File: src/rtl/colour_output_stage.sv
// rtl/colour_output_stage.sv - registered colour back-end: themed palette lookup, frame-synced theme switch, fg/bg flash
module colour_output_stage #(
    parameter int CW           = 2,
    parameter int NUM_THEMES   = 4,
    parameter int FLASH_FRAMES = 8,
    parameter int FLASH_PERIOD = 2,
    localparam int TW          = $clog2(NUM_THEMES)
) (
    input  logic            clk,
    input  logic            rst_n,
    input  logic            video_active,
    input  logic            frame_end,
    input  logic            pixel_value,
    input  logic            hsync_in,
    input  logic            vsync_in,
    input  logic [TW-1:0]   theme_sel,
    input  logic            flash_trig,
    input  logic            pal_wr_en,
    input  logic [TW:0]     pal_wr_addr,
    input  logic [3*CW-1:0] pal_wr_data,
    output logic            pal_wr_ready,
    output logic [CW-1:0]   R,
    output logic [CW-1:0]   G,
    output logic [CW-1:0]   B,
    output logic            hsync_out,
    output logic            vsync_out,
    output logic            flash_active
);

    localparam int PIXW = 3 * CW;
    localparam int RW   = $clog2(FLASH_FRAMES + 1);
    localparam int PW   = $clog2(FLASH_PERIOD + 1);
    localparam logic [TW:0] NT_L = (TW + 1)'(NUM_THEMES);

    typedef enum logic [1:0] {
        IDLE      = 2'd0,
        FLASH_ON  = 2'd1,
        FLASH_OFF = 2'd2
    } flash_state_t;

    flash_state_t    state_q, state_d;
    logic [RW-1:0]   remain_q, remain_d;
    logic [PW-1:0]   phase_q, phase_d;
    logic [TW-1:0]   theme_q, theme_d;
    logic [PIXW-1:0] rgb_q, rgb_d;
    logic            hsync_q, vsync_q;
    logic [PIXW-1:0] pal_q [NUM_THEMES][2];

    logic            swap;
    logic            pix_sel;
    logic [PIXW-1:0] colour;
    logic [TW-1:0]   wr_theme;
    logic            wr_sel;
    logic            wr_fire;

    function automatic logic [PIXW-1:0] default_bg(input int t);
        logic [CW-1:0] f;
        logic [CW-1:0] z;
        f = {CW{1'b1}};
        z = '0;
        case (t)
            0:       default_bg = {f, z, z};
            1:       default_bg = {z, f, z};
            2:       default_bg = {z, z, f};
            3:       default_bg = {f, z, f};
            default: default_bg = '0;
        endcase
    endfunction

    assign pal_wr_ready = ~video_active;
    assign wr_theme     = pal_wr_addr[TW:1];
    assign wr_sel       = pal_wr_addr[0];
    // Out-of-range theme addresses still complete the handshake, they just store nothing.
    assign wr_fire      = pal_wr_en & pal_wr_ready & ({1'b0, wr_theme} < NT_L);

    assign swap    = (state_q == FLASH_ON);
    assign pix_sel = pixel_value ^ swap;
    assign colour  = pal_q[theme_q][pix_sel];

    always_comb begin
        rgb_d   = video_active ? colour : '0;
        theme_d = theme_q;
        if (frame_end && ({1'b0, theme_sel} < NT_L)) begin
            theme_d = theme_sel;
        end
    end

    // A trigger always wins over a coincident frame_end, so that frame is not counted.
    always_comb begin
        state_d  = state_q;
        remain_d = remain_q;
        phase_d  = phase_q;
        if (flash_trig) begin
            state_d  = FLASH_ON;
            remain_d = RW'(FLASH_FRAMES);
            phase_d  = PW'(FLASH_PERIOD);
        end else if (frame_end && (state_q != IDLE)) begin
            if (remain_q == RW'(1)) begin
                state_d  = IDLE;
                remain_d = '0;
                phase_d  = '0;
            end else begin
                remain_d = remain_q - RW'(1);
                if (phase_q == PW'(1)) begin
                    state_d = (state_q == FLASH_ON) ? FLASH_OFF : FLASH_ON;
                    phase_d = PW'(FLASH_PERIOD);
                end else begin
                    phase_d = phase_q - PW'(1);
                end
            end
        end
    end

    always_ff @(posedge clk or negedge rst_n) begin
        if (!rst_n) begin
            state_q  <= IDLE;
            remain_q <= '0;
            phase_q  <= '0;
            theme_q  <= '0;
            rgb_q    <= '0;
            hsync_q  <= 1'b0;
            vsync_q  <= 1'b0;
        end else begin
            state_q  <= state_d;
            remain_q <= remain_d;
            phase_q  <= phase_d;
            theme_q  <= theme_d;
            rgb_q    <= rgb_d;
            hsync_q  <= hsync_in;
            vsync_q  <= vsync_in;
        end
    end

    always_ff @(posedge clk or negedge rst_n) begin
        if (!rst_n) begin
            for (int t = 0; t < NUM_THEMES; t++) begin
                pal_q[t][0] <= default_bg(t);
                pal_q[t][1] <= {PIXW{1'b1}};
            end
        end else if (wr_fire) begin
            pal_q[wr_theme][wr_sel] <= pal_wr_data;
        end
    end

    assign R            = rgb_q[3*CW-1:2*CW];
    assign G            = rgb_q[2*CW-1:CW];
    assign B            = rgb_q[CW-1:0];
    assign hsync_out    = hsync_q;
    assign vsync_out    = vsync_q;
    assign flash_active = (state_q != IDLE);

endmodule

File: config.mk
export PLATFORM = sky130hd
export DESIGN_NAME = colour_output_stage
export DESIGN_NICKNAME = d
export VERILOG_FILES = /design/src/rtl/colour_output_stage.sv
export SDC_FILE = /design/constraint.sdc
export NUM_CORES = 1
export LEC_CHECK = 0
export BUFFER_PORTS_ARGS = -buffer_cell sky130_fd_sc_hd__buf_2
export CORE_MARGIN = 10
export CORE_UTILIZATION = 45
export CTS_BUF_LIST = sky130_fd_sc_hd__clkbuf_16
export CTS_CLUSTER_SIZE = 12
export DETAILED_ROUTE_END_ITERATION = 10
export PLACE_DENSITY = 0.75
export SYNTH_ARGS = -nofsm -noshare
export SYNTH_HDL_FRONTEND = slang
export SYNTH_SLANG_ARGS = --single-unit
File: constraint.sdc
create_clock -name clk -period 1.55 [get_ports clk]
set_clock_uncertainty 0.05 [all_clocks]
set_input_delay 0.31 -clock clk [delete_from_list [all_inputs] [get_ports clk]]
set_output_delay 0.31 -clock clk [all_outputs]
set_load 0.05 [all_outputs]
Yosys cells after proc, flatten, opt, wreduce, memory -nomap -nowiden
Cells that the tools add are included.

Bits of input ports: 20. Bits in registers: 66.

Add/subtract/negate cells: 2. Magnitude comparators: 6. Reduce and logical (&&, ||, !) cells: 7. Mux-type cells: 24. Bitwise gates (word level): 7. Eq/ne operators: 3.

Operators by type and width (count): 48-bit bitwise mux (1); 12-bit 2-to-1 mux (3); 6-bit 2-to-1 mux (5); 12-bit binary-select mux with 2-bit select (1); 12-bit demux with 2-bit select (1); 2-bit 2-to-1 mux (9); 4-bit 2-to-1 mux (3); 6-bit demux with 1-bit select (1); 3-bit >= comparator, second input constant (2); 2-bit NOT with 3-bit output (2); 2-bit by 1-bit equality test with 1-bit output, second input constant (2); 4-bit by 1-bit equality test with 1-bit output, second input constant (1); 2-bit >= comparator, second input constant (2); 1-bit NOT with 2-bit output (2); 2-bit nonzero test (2); 4-bit by 1-bit subtractor with 4-bit output, second input constant (1); 1-bit logical AND (3); 3-bit by 1-bit < comparator with 1-bit output, second input constant (1); 3-bit nonzero test (1); 2-bit by 1-bit < comparator with 1-bit output, second input constant (1); 2-bit AND reduction (1); 2-bit by 1-bit subtractor with 2-bit output, second input constant (1); 1-bit bitwise AND (1); 1-bit NOT (1); 1-bit bitwise XOR (1).

Depth between registers and ports, before layout
Gate-level depths: netlist of the first run.

Word-level depth: 8. Depth in mapped cells: 6. Mapped depth without buffers: 6.

Worst setup path before layout of the first run
No wires, ideal clock.

Path type: input -> register. Start point: in video_active. End point: reg pal_q[24] (netlist bit). Path buffers: 0. Data arrival time: 1.400 ns. Setup time: 0.082 ns. Required time: 1.418 ns. Slack: 0.017 ns. Stages on the path: 4. Cell sequence: inv_2 nand3_2 nor3b_4 mux2_2.

Word-level cells in the longest chain between the ends: 2.

RTL lines: start, declared (RTL line 11) `input logic video_active,`; 1-bit NOT (RTL line 70) `assign pal_wr_ready = ~video_active;`; 1-bit bitwise AND (RTL line 74) `assign wr_fire = pal_wr_en & pal_wr_ready & ({1'b0, wr_theme} < NT_L);`; end signal, assigned by index (RTL line 137) `pal_q[t][0] <= default_bg(t);`; end signal, assigned by index (RTL line 138) `pal_q[t][1] <= {PIXW{1'b1}};`; end signal, assigned by index (RTL line 141) `pal_q[wr_theme][wr_sel] <= pal_wr_data;`; end, declared (RTL line 47) `logic [PIXW-1:0] pal_q [NUM_THEMES][2];`.

Every way passes these cells. A chain may end at the register's enable or synchronous reset.

Final worst setup path of the first run
Start point: reg state_q[1]. End point: out flash_active.

Word-level cells in the longest chain between the ends: 1.

RTL lines: start, declared (RTL line 41) `flash_state_t state_q, state_d;`; start signal, assigned (RTL line 124) `state_q <= state_d;`; 2-bit nonzero test (RTL line 150) `assign flash_active = (state_q != IDLE);`; end, declared (RTL line 27) `output logic flash_active`.

Every way passes these cells.

==> results of run 1 <==
[state kept, by name, indices dropped and copies added (netlist names)]
name	flops
pal_q	48
rgb_q	6
remain_q	4
phase_q	2
state_q	2
theme_q	2
hsync_out	1
vsync_out	1
[per-stage QoR]
| step | setup TNS (ns) | area [um^2] | utilization | std cells |
|---|---|---|---|---|
| 6_report | 0 | 3760 | 0.589 | 329 |
| 2_1_floorplan | 0 | 2990 | - | 189 |
| 3_5_place_dp | -0.264 | 3380 | 0.530 | 309 |
| 5_1_grt | 0 | 3760 | 0.589 | 329 |
| 3_3_place_gp | -0.0318 | 3380 | 0.530 | 309 |
| 4_1_cts | -0.0262 | 3720 | 0.583 | 327 |
[cell families after synthesis]
| kind of cell | count (synthesis) |
|---|---|
| DFF | 66 |
| muxes | 64 |
| and+or+nand+nor | 32 |
| AOI/OAI and AO/OA | 16 |
| buffers and inverters | 8 |
| adders and majority gates | 2 |
| xor gates and xnor gates | 1 |
[path summary, 6_finish.rpt]
kind / from / end / slack (ns) / cells after the start
max: state_q[1]$_DFFE_PN0P_ / flash_active / 0.03 / 2
min: hsync_in / hsync_out$_DFF_PN0_ / 0.04 / 1
max reg2reg: theme_q[0]$_DFFE_PN0P_ / rgb_q[5]$_DFF_PN0_ / 0.04 / 3
min reg2reg: pal_q[23]$_DFFE_PN0P_ / pal_q[23]$_DFFE_PN0P_ / 0.45 / 1
max in group asynchronous: rst_n / pal_q[19]$_DFFE_PN1P_ / 0.65 / 3
min in group asynchronous: rst_n / rgb_q[2]$_DFF_PN0_ / 0.47 / 3
[power by group]
group | internal [uW] | switching [uW] | total (uW)
registers | 2220 | 175 | 2400
clock network | 1320 | 727 | 2050
logic | 527 | 444 | 971
total | 4070 | 1350 | 5420
[cell type report]
type,instances,area share
inverters,3,0.00300
multi-input cells,115,0.341
clock inverters,6,0.0146
repair buffers,52,0.0978
well taps,77,0.0256
flip-flops and latches,66,0.451
clock buffers,10,0.0666
[repair_timing]
action                                  in CTS  in global routing
resized for setup                            5                  8
endpoints found under the setup margin       1                  9
pin swaps                                    1                  0
hold endpoints to repair                    32                  0
gates cloned                                 0                  0
setup buffers                                1                  3
hold buffers                                 1                  0
[metal layers]
metal | global-route usage | part of all wire | routed length, um | up-vias
li1 | - | - | - | 833
met1 | 0.154 | 0.45 | 2790 | 921
met2 | 0.199 | 0.49 | 3070 | 31
met3 | 0.0361 | 0.040 | 247 | 12
met4 | 0.0643 | 0.020 | 126 | 0
met5 | 0 | 0 | 0 | -
[Yosys cell counts, types with 2 or more instances]
cell type	count
nor2b_1	3
buf_1	2
nor2_1	9
a21oi_1	3
nand3b_1	2
nand2_1	3
mux4_1	9
inv_1	2
mux4_2	3
mux2_2	50
nor3b_2	2
ha_1	2
dfrtp_1	32
nor3_1	2
a22o_1	6
dfstp_2	34
nor3b_4	2
mux2i_1	2
[worst max-delay path: cells and delay by family (launching register included)]
kind          cells  cell delay [ns]
simple gates      1             0.26
buf+inv           1             0.15
flops             1             0.43
==> out/results.ini, run 1 <==
[status]
status = complete, no violations

[worst_setup_path]
worstPathMaxFanout = 4
worstPathArrival_ns = 1.16
end_kind = primary output
crit_chain = or2_4, buf_8
critical_path_required_ns = 1.19
cp-start-kind = register
slowest_stage = dfrtp_2
max_stage_delay_ns = 0.43
critical_path_class = register to primary output

[clocking]
clk_pin_slew_ns = 0.05
cts_root_buf = clkbuf_16
htreeDepth = 3
cts_buffers = 9
tritoncts = done
cts_sinks = 66
insertion_delay_ns = 0.33
clock_path_buffers = 2

[die]
die_w_um = 101
die_h_um = 101
start_util = 0.468
io_pins = 30
row_count = 29
die-area_um2 = 10300
core_um2 = 6390

[route]
postRouteAntennaNets = 0
routed_wl_um = 6240
via_count = 1797
drt_first_pass_iters = 4
wl_per_cell_um = 19.0
drt-initial-drc-count = 40
drcViolationCount = 0
vias_per_cell = 5.46

[final_layout]
syn_to_final_growth_pct = 25.8
most-common-layout-cells = mux2_2, dfstp_2, dfrtp_1, buf_2, buf_4
finalNetCount = 269
seq_area_um2 = 1700
final_common_cell = mux2_2
drive_gt1_frac = 0.655
antenna_cells = 0
multi_input_area_um2 = 1280
fillCellCount = 508

[synthesis]
synthTopCellsByArea = dfstp_2, dfrtp_1, mux2_2
synth-simple-area-share = 0.0724
synth_top_cell_by_area = dfstp_2
yosys.area_share.adder = 0.00838
syn_area_um2 = 2990
synthCells = 189
synth_top_family_by_area = multiplexers
yosys-mux-area-fraction = 0.297
synth_warnings = 0
synth-main-ff-cell = dfstp_2
synth_xor_area_frac = 0.00293
synth_fp_nets = 211
synth.avg_cell_area_um2 = 15.8
synth_compound_area_frac = 0.0394
yosysSeqAreaShare = 0.567
ys_async_sr_fraction = 1.00
yosysUniqueCellTypes = 39
synth-edff-count = 0
synth_seq_cells = 66
synth_top_area_frac = 0.299

[global_route]
grt_max_degree = 67
grt_pass1_vias = 1869
grt_pass1_wl_um = 9900
track_usage = 0.126
antenna_found_initial = 0
gr-total-overflow = 0

[power]
p_per_area_nw_per_um2 = 1440
leakage_uw = 0.00165
p_total_uw = 5420
max-vdd-ir-drop_v = 0.000862

[place]
pre_cts_ws_ns = -0.0610
routabilityCongestion = 0.769
portBuffers = 29
dpl.hpwl_um = 4150

[timing]
fin_hold_ws_ns = 0.0371
timing.final.crit_period_ns = 1.52
fmax_mhz = 660
max_slew.worst_pin.slew_ns = 0.376
setup_ws_ns = 0.0338
rsz0062_at_grt = no
period_share = 0.978
finalSetupViolCount = 0
final-hold-violation-count = 0
drv_slew = 0
max_slew_margin = 0.748

[run]
maxCapViolations = 0

[min_path]
hold_class = input pin to register

No activity file was read; power rests on OpenSTA's default activity.
==> inputs of run 2 (changes only) <==
CELL_PAD_IN_SITES_DETAIL_PLACEMENT = 0   (was default)
CELL_PAD_IN_SITES_GLOBAL_PLACEMENT = 1   (was default)
CORE_UTILIZATION = 44   (was 45)
PLACE_DENSITY = 0.83   (was 0.75)
==> out/results.ini, run 2 (synthesis results as in run 1) <==
[status]
status = complete, no violations

[power]
pwr-share-comb = 0.191  ; +0.012
intPower_uw = 3830  ; -6.1%
max-vdd-ir-drop_v = 0.000809  ; -6.1%
switching_share = 0.260  ; +0.0115
p_per_area_nw_per_um2 = 1390  ; -3.3%
power.switching_uw = 1340  ; -0.20%
power_frac_clock = 0.342  ; -0.037
leakage_uw = 0.00161  ; -2.0%
p_seq_frac = 0.467  ; +0.025

[final_layout]
reg_top3 = pal_q (48), rgb_q (6), remain_q (4)
drive_gt1_frac = 0.672  ; +0.0172
regMostFlops = pal_q
most-common-layout-cells = mux2_2, dfstp_2, dfrtp_1, buf_2, buf_4
finalNetCount = 270  ; +0.37%
final_area_um2 = 3710  ; -1.4%
fillCellCount = 543  ; +6.9%
multi_input_area_um2 = 1250  ; -2.8%
antenna_cells = 0  ; unchanged
largest_register_ff_count = 48  ; unchanged
final_common_cell = mux2_2
seq_area_um2 = 1700  ; unchanged
syn_to_final_growth_pct = 24.1

[worst_setup_path]
critical_path_required_ns = 1.70  ; +0.51 ns
cp-start-kind = register
critical_path_class = register to register
r2r_cells = 3  ; unchanged
end_kind = register
slowest_stage = mux4_2
reg2reg_to = rgb_q[2]$_DFF_PN0_
worstPathMaxFanout = 6  ; +2
rrSetupSlack_ns = 0.04  ; about the same
startpoint = theme_q[0]$_DFFE_PN0P_
worstPathArrival_ns = 1.67  ; +0.51 ns
r2r-start = theme_q[0]$_DFFE_PN0P_
max_stage_delay_ns = 0.50  ; +0.07 ns
crit_chain = clkbuf_16, mux4_2, a22o_1

[place]
dpl.hpwl_um = 4190  ; +0.96%
pre_cts_ws_ns = -0.00162  ; +0.0593 ns
portBuffers = 29  ; unchanged
placedInstanceArea_um2 = 3400  ; +0.67%
routabilityCongestion = 0.743  ; -3.3%

[clocking]
clk_pin_slew_ns = 0.05  ; about the same
clock_path_buffers = 2  ; unchanged
htreeDepth = 3  ; unchanged
cts_sinks = 66  ; unchanged
tritoncts = done
cts_buffers = 9  ; unchanged
cts_root_buf = clkbuf_16
insertion_delay_ns = 0.32  ; about the same

[global_route]
gr-total-overflow = 0  ; unchanged
grt_max_degree = 67  ; unchanged
grt_pass1_wl_um = 10200  ; +3.5%
track_usage = 0.132  ; +0.00550
antenna_found_initial = 0  ; unchanged
grt_pass1_vias = 1917  ; +2.6%

[route]
wl_per_cell_um = 19.2  ; +1.3%
drt_first_pass_iters = 4  ; unchanged
postRouteAntennaNets = 0  ; unchanged
drt-initial-drc-count = 117  ; +190%
drcViolationCount = 0  ; unchanged
vias_per_cell = 5.40  ; -1.2%
routed_wl_um = 6340  ; +1.6%
via_count = 1781  ; -0.89%

[run]
maxCapViolations = 0  ; unchanged

[min_path]
hold_end = vsync_out$_DFF_PN0_
hold_depth = 1  ; unchanged
hold_class = input pin to register
min_from = vsync_in

[timing]
setup_ws_ns = 0.0386  ; +0.00483 ns
fin_hold_ws_ns = 0.0378  ; +0.000699 ns
drv_slew = 0  ; unchanged
max_slew_margin = 0.742  ; -0.00623
fmax_mhz = 662  ; +0.32%
rsz0062_at_grt = yes
max_slew.worst_pin.slew_ns = 0.386  ; +0.0101 ns
finalSetupViolCount = 0  ; unchanged
period_share = 0.975  ; -0.00311
timing.final.crit_period_ns = 1.51  ; -0.00483 ns
final-hold-violation-count = 0  ; unchanged

[die]
io_pins = 30  ; unchanged
die_h_um = 102  ; +0.91%
start_util = 0.463  ; -0.00526
die-area_um2 = 10500  ; +1.8%
row_count = 29  ; unchanged
die_w_um = 102  ; +0.91%
core_um2 = 6460  ; +1.1%

[run 2: changes by cell type in the layout (fill, tap and decap cells not counted), sizes merged]
cell / previous run / this run
bufinv: 1 / 0
inv: 4 / 5
clkinvlp: 0 / 1
[run 2: power groups by stage]
stage               Combinational, uW  Clock [uW]  Sequential, uW
global route                     1070        1900            2450
detailed placement                966           0            2410
global placement                  935           0            2400
finish                            986        1770            2410
floorplan                         581           0            2480
CTS                               980        1820            2400
[run 2: final cells by class]
type | count | share of cell area
tap | 77 | 0.0260
clock buffer | 9 | 0.0607
multi-input combinational | 115 | 0.336
inverter | 3 | 0.00304
clock inverter | 7 | 0.0105
timing repair buffer | 53 | 0.106
sequential | 66 | 0.457
[run 2: stage by stage]
stage	power, uW	TNS, ns	util	cells
after CTS	5190	-0.0316	0.572	329
final	5170	0	0.574	330
after detailed placement	3380	-0.00162	0.527	312
after floorplan	3060	0	-	189
after global placement	3330	0	0.527	312
after global routing	5420	-0.0275	0.574	330
[run 2: worst max-delay path by stage]
stage,endpoint,cells after the start
4_1_cts,flash_active,3
2_1_floorplan,pal_q[24]$_DFFE_PN1P_,4
6_report,rgb_q[2]$_DFF_PN0_,3
3_3_place_gp,pal_q[24]$_DFFE_PN1P_,6
5_1_grt,state_q[0]$_DFFE_PN0P_,5
3_5_place_dp,pal_q[24]$_DFFE_PN1P_,6
[run 2: critical path: cells and delay by family, from the launching register on]
family	cells	cell delay (ns)
multiplexers	1	0.50
AO/OA/AOI/OAI	1	0.24
flip-flops	1	0.42
buffers and inverters	1	0.18
[run 2: per-layer routing]
metal / vias to the layer above / global-route usage / wire length (um)
met5: - / 0 / 0
met4: 0 / 0.0456 / 80
met3: 5 / 0.0506 / 298
met2: 28 / 0.190 / 2910
met1: 924 / 0.177 / 3050
li1: 824 / - / -
[run 2: what timing repair did]
action | in CTS | in global routing
gates cloned | 0 | 1
endpoints found under the hold margin | 32 | 0
hold buffers | 1 | 0
buffers inserted | 1 | 1
resized for setup | 5 | 10
endpoints found under the setup margin | 1 | 8
pin swaps | 0 | 2
